**src/rtl/piso_shift_transmitter_pkg.sv**
```systemverilog
`default_nettype none
// ============================================================================
// Module      : piso_shift_transmitter_pkg
// Description : Shared constants and state encoding for the PISO transmitter.
// Revision    : 1.0 - initial release
// ============================================================================
package piso_shift_transmitter_pkg;

    // Default serial word length in bits
    localparam int DEFAULT_WIDTH = 8;

    // Transmitter FSM encoding
    typedef enum logic [0:0] {
        ST_IDLE  = 1'b0,
        ST_SHIFT = 1'b1
    } state_t;

endpackage : piso_shift_transmitter_pkg
`default_nettype wire

```
**src/rtl/piso_bit_counter.sv**
```systemverilog
`default_nettype none
// ============================================================================
// Module      : piso_bit_counter
// Description : Down counter tracking remaining bits of the word in flight.
//               Loads WIDTH-1, decrements on enable, holds at zero.
// Revision    : 1.0 - initial release
// ============================================================================
module piso_bit_counter
    import piso_shift_transmitter_pkg::*;
#(
    parameter int WIDTH = DEFAULT_WIDTH,
    parameter int CW    = (WIDTH > 1) ? $clog2(WIDTH) : 1
) (
    input  logic          clk,
    input  logic          rst,
    input  logic          load_i,
    input  logic          dec_i,
    output logic          zero_o,
    output logic [CW-1:0] count_o
);

    localparam logic [CW-1:0] LOAD_VAL = CW'(WIDTH - 1);

    logic [CW-1:0] cnt_q;
    logic [CW-1:0] cnt_d;

    // Next count: reload wins over decrement; zero is a floor, never wraps
    always_comb begin
        cnt_d = cnt_q;
        if (load_i) begin
            cnt_d = LOAD_VAL;
        end else if (dec_i && (cnt_q != '0)) begin
            cnt_d = cnt_q - 1'b1;
        end
    end

    // Count register, cleared asynchronously
    always_ff @(posedge clk or posedge rst) begin
        if (rst) begin
            cnt_q <= '0;
        end else begin
            cnt_q <= cnt_d;
        end
    end

    assign zero_o  = (cnt_q == '0);
    assign count_o = cnt_q;

endmodule : piso_bit_counter
`default_nettype wire

```
**src/rtl/piso_shift_transmitter.sv**
```systemverilog
`default_nettype none
// ============================================================================
// Module      : piso_shift_transmitter
// Description : Parallel-in serial-out transmitter, MSB first, with a
//               valid/ready load port supporting back-to-back words.
// Revision    : 1.0 - initial release
// ============================================================================
module piso_shift_transmitter
    import piso_shift_transmitter_pkg::*;
#(
    parameter int WIDTH = DEFAULT_WIDTH
) (
    input  logic             clk,
    input  logic             rst,
    input  logic [WIDTH-1:0] load_data,
    input  logic             load_valid,
    output logic             load_ready,
    output logic             shift_out,
    output logic             shift_valid,
    output logic             last_bit
);

    localparam int CW = (WIDTH > 1) ? $clog2(WIDTH) : 1;

    state_t           state_q;
    state_t           state_d;
    logic [WIDTH-1:0] shreg_q;
    logic [WIDTH-1:0] shreg_d;
    logic             cnt_load;
    logic             cnt_dec;
    logic             cnt_zero;
    logic [CW-1:0]    cnt_value;
    logic             handshake;

    piso_bit_counter #(
        .WIDTH (WIDTH),
        .CW    (CW)
    ) u_bit_counter (
        .clk     (clk),
        .rst     (rst),
        .load_i  (cnt_load),
        .dec_i   (cnt_dec),
        .zero_o  (cnt_zero),
        .count_o (cnt_value)
    );

    // Ready depends on registered state only, so load_valid never reaches it
    // through a loop; a word can be taken while the last bit is on the wire.
    assign load_ready = (state_q == ST_IDLE) || cnt_zero;
    assign handshake  = load_valid && load_ready;

    // Next-state, shift register update and counter control
    always_comb begin
        state_d  = state_q;
        shreg_d  = shreg_q;
        cnt_load = 1'b0;
        cnt_dec  = 1'b0;
        if (handshake) begin
            state_d  = ST_SHIFT;
            shreg_d  = load_data;
            cnt_load = 1'b1;
        end else if (state_q == ST_SHIFT) begin
            shreg_d = {shreg_q[WIDTH-2:0], 1'b0};
            cnt_dec = 1'b1;
            if (cnt_zero) begin
                state_d = ST_IDLE;
            end
        end
    end

    // State and shift register, cleared asynchronously
    always_ff @(posedge clk or posedge rst) begin
        if (rst) begin
            state_q <= ST_IDLE;
            shreg_q <= '0;
        end else begin
            state_q <= state_d;
            shreg_q <= shreg_d;
        end
    end

    // Serial outputs decoded from registered state; forced low when idle
    always_comb begin
        shift_out   = 1'b0;
        shift_valid = 1'b0;
        last_bit    = 1'b0;
        if (state_q == ST_SHIFT) begin
            shift_out   = shreg_q[WIDTH-1];
            shift_valid = 1'b1;
            last_bit    = cnt_zero;
        end
    end

    // Count value is observable for debug only
    logic unused_cnt;
    assign unused_cnt = ^cnt_value;

endmodule : piso_shift_transmitter
`default_nettype wire
```
**config.mk**
```make
export PLATFORM = sky130hd
export DESIGN_NAME = piso_shift_transmitter
export DESIGN_NICKNAME = d
export VERILOG_FILES = /design/src/rtl/piso_shift_transmitter_pkg.sv /design/src/rtl/piso_bit_counter.sv /design/src/rtl/piso_shift_transmitter.sv
export SDC_FILE = /design/constraint.sdc
export NUM_CORES = 1
export LEC_CHECK = 0
export ABC_AREA = 1
export BUFFER_PORTS_ARGS = -buffer_cell sky130_fd_sc_hd__buf_2
export CORE_AREA = 5 5 43 45
export DETAILED_ROUTE_END_ITERATION = 7
export DIE_AREA = 0 0 48 50
export PLACE_DENSITY = 0.8
export SETUP_SLACK_MARGIN = 0.5
export SLEW_MARGIN = 25
export SYNTH_ARGS = -nofsm -noshare
export SYNTH_HDL_FRONTEND = slang
export SYNTH_SLANG_ARGS = --single-unit
```
**constraint.sdc**
```tcl
create_clock -name clk -period 1.5 [get_ports clk]
set_input_delay 0.075 -clock clk [delete_from_list [all_inputs] [get_ports clk]]
set_output_delay 0.075 -clock clk [all_outputs]
set_load 0.01 [all_outputs]
```
# Yosys cells after proc, flatten, opt, wreduce, memory -nomap -nowiden
# Index checks and enable logic that the tools add are counted.
dict set report totals {
  ff_bits 12
  ram_bits 0
  in_bits 11
  latchBits 0
  memories 0
  romBits 0
  output_inout_bits 4
}
dict set report op_classes {
  bitwise_logic 1
  div_mod_pow 0
  mul 0
  n_reduce_logical 7
  mux 12
  shifts 0
  addsub 1
  n_lt_le_gt_ge 0
  eq_ne 0
}
# cell count
set op_table {}
lappend op_table {{$mux W8} 2}
lappend op_table {{$mux W1} 8}
lappend op_table {{$mux W3} 2}
lappend op_table {{$reduce_bool A2 Y1} 2}
lappend op_table {{$logic_not A3 Y1} 1}
lappend op_table {{$reduce_bool A3 Y1} 1}
lappend op_table {{$sub A3 B1 Y3 const B} 1}
lappend op_table {{$logic_and A1 B1 Y1} 2}
lappend op_table {{$logic_or A1 B1 Y1} 1}
lappend op_table {{$not A1 Y1} 1}

# Logic depth before layout (Yosys ltp)
# Gate-level depths: netlist of the first run.
dict set report logic_depth {
  word_depth 7
  ltp_mapped 8
  mapped_depth_nobuf 8
}

# By module
# A second synthesis of the first run with hierarchy kept.
dict set report unflattened {
  hier_cells 77
  hier_area_um2 636.9
}
# mod n_inst area_per_inst_um2 cells_each seq_area_each_um2
set by_module_without_submodules {}
lappend by_module_without_submodules {piso_shift_transmitter 1 459.2 54 225.2}
lappend by_module_without_submodules {piso_bit_counter 1 177.7 23 75.1}

# Worst setup path after synthesis of the first run
# No wires, ideal clock.
dict set report synth_timing {
  path_type {flip-flop to flip-flop}
  start {register u_bit_counter.cnt_q[0] (netlist: u_bit_counter.count_o[0])}
  end {register u_bit_counter.cnt_q[1] (netlist: u_bit_counter.count_o[1])}
  path_slack_ns 0.361
  stages_incl_launch_ff 9
  setup_time_ns 0.113
  arrival_time_ns 1.026
  t_required_ns 1.387
  period_less_slack_ns 1.139
  cell_sequence {dfrtp_1 -> inv_1 -> ha_1 -> nand2_1 -> nand2_2 -> buf_6 -> nand3_1 -> nand2_1 -> inv_1}
}
dict set report synth_between {
  elab_chain_cells 6
  word_cells_on_any_way 11
  cone_classes {add/sub (1); mux (4); reduce/logical (6)}
}
# item line
set synth_lines {}
lappend synth_lines {{start, declared} piso_bit_counter.sv:24} ;# logic [CW-1:0] cnt_q;
lappend synth_lines {{start signal, assigned} piso_bit_counter.sv:42} ;# cnt_q <= cnt_d;
lappend synth_lines {{$logic_not A3 Y1 *} piso_bit_counter.sv:46} ;# assign zero_o = (cnt_q == '0);
lappend synth_lines {{$logic_or A1 B1 Y1 *} piso_shift_transmitter.sv:49} ;# assign load_ready = (state_q == ST_IDLE) || cnt_zero;
lappend synth_lines {{via load_ready} piso_shift_transmitter.sv:17} ;# output logic load_ready,
lappend synth_lines {{$logic_and A1 B1 Y1 *} piso_shift_transmitter.sv:50} ;# assign handshake = load_valid && load_ready;
lappend synth_lines {{$mux W1} piso_shift_transmitter.sv:58} ;# if (handshake) begin
lappend synth_lines {{$logic_and A1 B1 Y1} piso_bit_counter.sv:32} ;# end else if (dec_i && (cnt_q != '0)) begin
lappend synth_lines {{$reduce_bool A2 Y1 (no source line)} n/a}
# The timed path passes the listed nets; every way through them passes the cells marked *. The select of a mux whose other input is x is not followed.
# A chain may end at the register's enable or synchronous reset.

# Final worst setup path of the first run
dict set report layout_timing {
  start {register u_bit_counter.cnt_q[1] (netlist: u_bit_counter.count_o[1])}
  end {output load_ready}
}
dict set report layout_between {
  elab_chain_cells 2
}
# item line
set layout_lines {}
lappend layout_lines {{$logic_not A3 Y1} piso_bit_counter.sv:46}
lappend layout_lines {{$logic_or A1 B1 Y1} piso_shift_transmitter.sv:49}
lappend layout_lines {{end, declared} piso_shift_transmitter.sv:17}
# Every way passes these cells.

==> flow_summary.toml, run 1 <==
[cts]
path_clk_slew_ns = 0.08
clk_latency_ns = 0.27
clock-root-buffer = "clkbuf_4"
h-tree-depth = 1
numCtsBuffers = 3
clock_sinks = 12
cts_tree = "yes"
cts_max_path_buffers = 2

[worst_hold_path]
holdPathEnd = "shreg_q[0]"
min_path_type = "input port to flip-flop"
hold_depth = 3
min_from = "load_data[0]"

[timing]
worstMarginPinSlew_ns = 0.457
slew_headroom = 0.695
hold_violations = 0
setup_viol = 0
skew_ns = 0.000732
min_period_ns = 1.22
whs_ns = 0.0435
timing.final.crit_share = 0.812
finalMaxSlewViolations = 0
max_freq_ghz = 0.821
grt_setup_unrepaired = "true"
fin_tns_setup_ns = 0

[run_status]
status = "completed"

[floorplan]
io_pins = 15
dieHeight_um = 50
num_rows = 14
start_util = 0.463
die_area_mm2 = 0.00240
core_region_area_mm2 = 0.00144
die_x_um = 48

[global_route]
grt_pass1_wl_um = 2460
antenna_found_initial = 0
met2_usage = 0.205
gr-max-usage-layer = "met2"
met1_usage = 0.195
grt_start_max_net_pins = 14
grt_usage = 0.143
overflow = 0
grt_pass1_vias = 582
grt_use_met3 = 0.0473

[worst_setup_path]
worstReg2RegStart = "u_bit_counter.count_o[1]"
rr_worst_depth = 9
start_kind = "flip-flop"
worstSetupEndpointType = "output port"
required_ns = 1.42
criticalPathCategory = "flip-flop to output port"
rr_endpoint = "u_bit_counter.count_o[2]"
arrival_ns = 1.14
rrSetupSlack_ns = 0.33
worstPathMaxFanout = 6

[detailed_routing]
drc = 0
wire_per_inst_um = 12.0
drt_first_iter_violations = 13
antenna_left = 0
route.vias.total = 610
viasPerCell = 4.77
drt_wl_total_um = 1540
first_pass_iters = 4

[finish]
final_cell_area_um2 = 975
layout_commonest_cell = "nand2_1"
instances_no_fill = 128
final_cell_mix = "nand2_1 (19), nand3_1 (11), inv_1 (11), buf_2 (11), dfrtp_1 (11)"
insertedDiodeCount = 0
finalNetCount = 126
area.growth.synth_to_final_pct = 46.7
drive_above_1_share = 0.482

[pwr]
power_density_mw_per_mm2 = 1900
leakage_uw = 0.000521
vdd_drop_max_uv = 1120
finalPower_uw = 1850

[yosys]
synth_top_cell_area_share = 0.452
ys_seq_elements = 12
ys_types = 13
synthTopCellsByArea = "dfrtp_1 (45%), nand2_1 (15%), nand3_1 (11%), inv_1 (7.3%), ha_1 (3.8%)"
syn_inst = 88
synth_top_cell_by_area = "dfrtp_1"
yosysSeqAreaShare = 0.452
synth_area_per_cell_um2 = 7.55
synthesis.area_um2 = 664
yosysWarningCount = 0
synthesis.nets = 101

[placed_design]
placed_cells = 115
dpl_cell_area_um2 = 773
dp_hpwl_um = 963
place_congestion = 0.755
io_buffers = 14

[run]
drv_cap = 0
stage by stage:
step            util  setup WS (ns)
3_3_place_gp   0.538          0.318
4_1_cts        0.645          0.265
2_1_floorplan      -          0.425
3_5_place_dp   0.538          0.290
6_report       0.679          0.282
5_1_grt        0.679          0.245
logic make-up (layout without fill, tap and decap cells):
| kind of cell | Yosys count | count (layout) | synth area share |
|---|---|---|---|
| AND/OR/NAND/NOR | 54 | 54 | 0.371 |
| buffers and inverters | 19 | 43 | 0.132 |
| flip-flops | 12 | 12 | 0.452 |
| AO/OA/AOI/OAI | 1 | 1 | 0.00753 |
| adder cells (fa/ha/maj) | 2 | 2 | 0.0377 |
cells in the mapped netlist:
cell / instances
nand2_1: 27
nand3_1: 15
inv_1: 13
dfrtp_1: 12
nor2_1: 5
inv_2: 3
nor2_2: 3
buf_6: 2
ha_1: 2
nand2_2: 2
nand3_2: 2
buf_2: 1
o21ai_1: 1
power by group:
part	internal [uW]	switching (uW)
clock	148	115
combinational	513	539
sequential	454	84.6
critical path: stages (launching register included):
cell	delay, ns
dfrtp_1	0.38
inv_2	0.08
ha_4	0.14
nand2_4	0.07
nand2_8	0.09
buf_6	0.11
flip-flops by register name, summed over array words and instances (netlist names):
register,flops
shreg_q,8
state_q,1
u_bit_counter.count_o,3
metal layers:
layer | part of all wire | wire [um]
met5 | 0 | 0
met4 | 0 | 0
met3 | 0.076 | 117
met1 | 0.43 | 663
met2 | 0.49 | 760
layout make-up:
cell class	instances	area (um2)
fillers	109	462
multi-input cells	57	369
flip-flops and latches	12	302
repair buffers	23	183
inverters	16	65.1
clock buffers	4	36.3
well taps	16	20.0
worst max-delay path by stage:
| stage | start | to | slack [ns] | depth (start not counted) |
|---|---|---|---|---|
| after detailed placement | u_bit_counter.count_o[1] | shreg_q[6] | 0.29 | 7 |
| after global placement | u_bit_counter.count_o[1] | shreg_q[1] | 0.32 | 7 |
| after CTS | u_bit_counter.count_o[1] | last_bit | 0.26 | 5 |
| after global routing | u_bit_counter.count_o[0] | load_ready | 0.24 | 5 |
| final | u_bit_counter.count_o[1] | load_ready | 0.28 | 5 |
| after floorplan | u_bit_counter.count_o[1] | u_bit_counter.count_o[1] | 0.43 | 8 |
repair_timing:
action,4_1_cts,5_1_grt
gates resized for setup,12,9
pin swaps,7,4
setup buffers,6,2
hold buffers,1,0
hold endpoints to repair,12,0
setup endpoints to repair,15,15
No activity file was read; power rests on OpenSTA's default activity.
==> run 2: changes to the inputs <==
Settings changed: CORE_AREA 5 5 43 45 to 5 5 45 47, DIE_AREA 0 0 48 50 to 0 0 50 52, PLACE_DENSITY 0.8 to 0.77.
Clock period 1.5 ns to 1 ns, I/O delays scaled along.
==> flow_summary.toml, run 2 (synthesis results as in run 1) <==
[run_status]
status = "finished with violations"
violations = "hold timing, setup timing"

[cts]
h-tree-depth = 1
clk_latency_ns = 0.28
numCtsBuffers = 3
clock-root-buffer = "clkbuf_4"
path_clk_slew_ns = 0.08
cts_tree = "yes"
cts_max_path_buffers = 2
clock_sinks = 12

[detailed_routing]
first_pass_iters = 4
drt_wl_total_um = 1760
drc = 0
antenna_left = 0
viasPerCell = 5.11
route.vias.total = 669
drt_first_iter_violations = 14
wire_per_inst_um = 13.4

[worst_setup_path]
crit_path_cell_trace = "inv_2 > ha_4 > nand2_4 > buf_6 > nor2_1 > buf_2"
arrival_ns = 1.24
start_kind = "flip-flop"
critPathLaunch = "u_bit_counter.count_o[0]"
required_ns = 0.95
worstPathMaxFanout = 2
worstSetupEndpointType = "output port"
criticalPathCategory = "flip-flop to output port"
worstReg2RegStart = "u_bit_counter.count_o[0]"
crit_slowest_cell = "dfrtp_1"
max_stage_delay_ns = 0.39

[worst_hold_path]
min_path_type = "input port to async pin"

[timing]
hold_violations = 12
whs_ns = -0.231
fin_tns_setup_ns = -2.91
slew_headroom = 0.678
skew_ns = 0.000643
setup_slack_ns = -0.291
timing.final.crit_share = 1.29
max_freq_ghz = 0.775
min_period_ns = 1.29
grt_setup_unrepaired = "true"
finalMaxSlewViolations = 0
setup_viol = 16
worstMarginPinSlew_ns = 0.482

[pwr]
finalPower_uw = 3030
leakage_uw = 0.000576
power_density_mw_per_mm2 = 2830
vdd_drop_max_uv = 1580

[finish]
drive_above_1_share = 0.605
insertedDiodeCount = 0
largest_reg_flops = 8
area.growth.synth_to_final_pct = 61.0
regMostFlops = "shreg_q"
fill_cells = 119
finalNetCount = 128
final_cell_mix = "nand2_1 (16), nand3_2 (16), buf_2 (13)"

[floorplan]
start_util = 0.412
die_area_mm2 = 0.00260
io_pins = 15
num_rows = 15
dieHeight_um = 52
die_x_um = 50
core_region_area_mm2 = 0.00161

[placed_design]
pre_cts_slack_ns = -0.126
place_congestion = 0.703
io_buffers = 14
dp_hpwl_um = 1100

[run]
drv_cap = 0

[global_route]
grt_start_max_net_pins = 15
antenna_found_initial = 0
grt_usage = 0.157
overflow = 0
grt_pass1_vias = 661
grt_pass1_wl_um = 3000
[run 2: final cells by class]
class                      count  area [um2]  share of cell area
clock buffer                   4        36.3              0.0339
inverter                      16        60.1              0.0561
multi-input combinational     57         449               0.420
sequential                    12         302               0.282
tap                           17        21.3              0.0199
timing repair buffer          25         201               0.188
[run 2: timing repair]
item,in CTS,in global routing
buffers inserted,3,0
endpoints found under the hold margin,12,12
setup endpoints to repair,16,16
pin swaps,9,11
resized for setup,29,10
[run 2: final timing paths]
kind | endpoint | slack, ns | cells after the start
worst max-delay path | last_bit | -0.29 | 6
worst min-delay path | u_bit_counter.count_o[0] | -0.23 | 2
worst max register to register | shreg_q[5] | -0.23 | 8
worst min register to register | shreg_q[6] | 0.51 | 2
max in group asynchronous | state_q | 0.88 | 2
min in group clk | shreg_q[7] | 0.01 | 3
[run 2: through the flow]
| stage | std cells | util | cell area [um2] |
|---|---|---|---|
| after detailed placement | 124 | 0.525 | 847 |
| after CTS | 131 | 0.636 | 1030 |
| after global routing | 131 | 0.663 | 1070 |
| final | 131 | 0.663 | 1070 |
| after floorplan | 88 | - | 711 |
| after global placement | 124 | 0.525 | 847 |
[run 2: per-layer routing]
metal | global-route usage | up-vias | routed length (um) | part of all wire
met1 | 0.173 | 328 | 716 | 0.41
met2 | 0.262 | 17 | 907 | 0.52
met3 | 0.0315 | 4 | 78 | 0.044
li1 | - | 320 | - | -
met5 | 0 | - | 0 | 0
met4 | 0.118 | 0 | 53 | 0.030
[run 2: report_power, final]
part           internal, uW  leakage [uW]  switching [uW]
registers               681      0.000150             110
logic                   875      0.000405             961
clock network           222     0.0000210             180
[run 2: worst max-delay path: cells and delay by family, from the launching register on]
kind | cells | cell delay [ns]
flops | 1 | 0.39
fa+ha+maj | 1 | 0.14
buf+inv | 3 | 0.31
simple gates | 2 | 0.12
==> run 3: changes to the inputs <==
Settings changed: CORE_AREA 5 5 45 47 to 5 5 49 60, DIE_AREA 0 0 50 52 to 0 0 54 65, PLACE_DENSITY 0.77 to not set, SKIP_LAST_GASP set to 1.
==> flow_summary.toml, run 3 (synthesis results as in run 1) <==
[finish]
multi_input_area_um2 = 433
regMostFlops = "shreg_q"
final_core_util = 0.461
largest_reg_flops = 8
seqCellArea_um2 = 302
instances_no_fill = 150
layout_commonest_cell = "nand2_1"
area.growth.synth_to_final_pct = 64.8
insertedDiodeCount = 0
final_cell_mix = "nand2_1 (16), nand3_2 (13), buf_2 (12)"
drive_above_1_share = 0.590
finalNetCount = 131
fill_cells = 235

[detailed_routing]
route.vias.total = 659
drt-met1-wl_um = 668
top_layer = "met4"
met2RoutedLength_um = 1030
wl_met3_um = 88
first_pass_iters = 4
antenna_left = 0
drt_wl_total_um = 1820
drt_first_iter_violations = 7
wire_per_inst_um = 12.1
drc = 0
viasPerCell = 4.39

[worst_setup_path]
worstSetupEndpointType = "output port"
worstPathMaxFanout = 2
rrSetupSlack_ns = -0.21
worstReg2RegStart = "u_bit_counter.count_o[1]"
criticalPathCategory = "flip-flop to output port"
rr_endpoint = "shreg_q[4]"
arrival_ns = 1.21
start_kind = "flip-flop"
rr_worst_depth = 8
required_ns = 0.95

[floorplan]
start_util = 0.279
dieHeight_um = 65
num_rows = 20
die_area_mm2 = 0.00351
io_pins = 15
die_x_um = 54
core_region_area_mm2 = 0.00238

[global_route]
overflow = 0
grt_pass1_vias = 694
grt_start_max_net_pins = 15
grt_usage = 0.119
antenna_found_initial = 0
grt_pass1_wl_um = 2990

[pwr]
vdd_drop_max_uv = 983
power_density_mw_per_mm2 = 2760
p_switching_uw = 1220
switching_share = 0.403
pwr-share-comb = 0.609
clkPwrFrac = 0.132
finalPower_uw = 3020
internal_power_uw = 1810
leakage_uw = 0.000578
power_frac_seq = 0.260

[cts]
clock-root-buffer = "clkbuf_4"
h-tree-depth = 1
numCtsBuffers = 3
clk_latency_ns = 0.27
cts_max_path_buffers = 2
clock_sinks = 12
cts_tree = "yes"
path_clk_slew_ns = 0.08

[timing]
fin_tns_setup_ns = -2.73
timing.final.crit_share = 1.26
finalMaxSlewViolations = 0
worstMarginPinSlew_ns = 0.488
whs_ns = -0.219
skew_ns = 0.000396
grt_setup_unrepaired = "true"
min_period_ns = 1.26
setup_slack_ns = -0.259
slew_headroom = 0.674
hold_violations = 12
max_freq_ghz = 0.794
setup_viol = 16

[placed_design]
pre_cts_slack_ns = -0.110
io_buffers = 14
dp_hpwl_um = 1200
place_congestion = 0.786
placed_cells = 142

[run]
drv_cap = 0

[run_status]
status = "finished with violations"
violations = "hold timing, setup timing"

[worst_hold_path]
min_path_type = "input port to async pin"
run 3: cell count changes in the layout (fill, tap and decap cells not counted):
cell,previous run,this run
buf_4,4,8
o21ai_1,0,1
buf_6,5,6
nand2_2,4,5
nand3_2,16,13
o21ai_2,1,0
buf_2,13,12
nor2_4,1,2
nand2_4,8,7
nand3_1,1,4
buf_8,2,1
nor2_1,5,4
run 3: how the worst max path moves through the flow:
stage / depth (start not counted) / startpoint / slack, ns / endpoint
after floorplan: 8 / u_bit_counter.count_o[1] / -0.07 / u_bit_counter.count_o[1]
after global placement: 7 / u_bit_counter.count_o[1] / -0.08 / shreg_q[5]
after detailed placement: 7 / u_bit_counter.count_o[1] / -0.11 / shreg_q[2]
after CTS: 6 / u_bit_counter.count_o[0] / -0.31 / last_bit
after global routing: 6 / u_bit_counter.count_o[1] / -0.32 / last_bit
final: 6 / u_bit_counter.count_o[1] / -0.26 / last_bit
run 3: power groups by stage:
stage | logic [uW] | registers [uW] | clock network [uW]
2_1_floorplan | 836 | 788 | 0
3_3_place_gp | 1240 | 796 | 0
3_5_place_dp | 1280 | 798 | 0
4_1_cts | 1750 | 783 | 415
5_1_grt | 2040 | 805 | 434
6_report | 1840 | 784 | 398
run 3: cell type report:
| cell class | instances | area share |
|---|---|---|
| Tap cell | 33 | 0.0377 |
| Clock buffer | 4 | 0.0331 |
| Sequential cell | 12 | 0.275 |
| Timing Repair Buffer | 28 | 0.203 |
| Inverter | 16 | 0.0549 |
| Multi-Input combinational cell | 57 | 0.395 |
run 3: layer usage:
| metal | global-route usage | vias to the layer above |
|---|---|---|
| met5 | 0 | - |
| met4 | 0.0717 | 0 |
| met3 | 0.0253 | 4 |
| met2 | 0.211 | 15 |
| met1 | 0.121 | 314 |
| li1 | - | 326 |
run 3: repair_timing:
item	4_1_cts	5_1_grt
resized for setup	28	7
endpoints found under the hold margin	12	12
setup endpoints to repair	16	16
pin swaps	6	7
setup buffers	4	0
run 3: worst max-delay path, stage by stage (launching register included):
cell	delay, ns
dfrtp_1	0.38
inv_2	0.07
ha_4	0.14
nand2_4	0.05
buf_6	0.11
nor2_4	0.08
buf_6	0.10
run 3: through the flow:
| stage | hold WS [ns] | cell area (um2) |
|---|---|---|
| after floorplan | -0.0854 | 711 |
| after global placement | 0.102 | 882 |
| after detailed placement | 0.106 | 882 |
| after CTS | -0.206 | 1060 |
| after global routing | -0.178 | 1090 |
| final | -0.219 | 1090 |
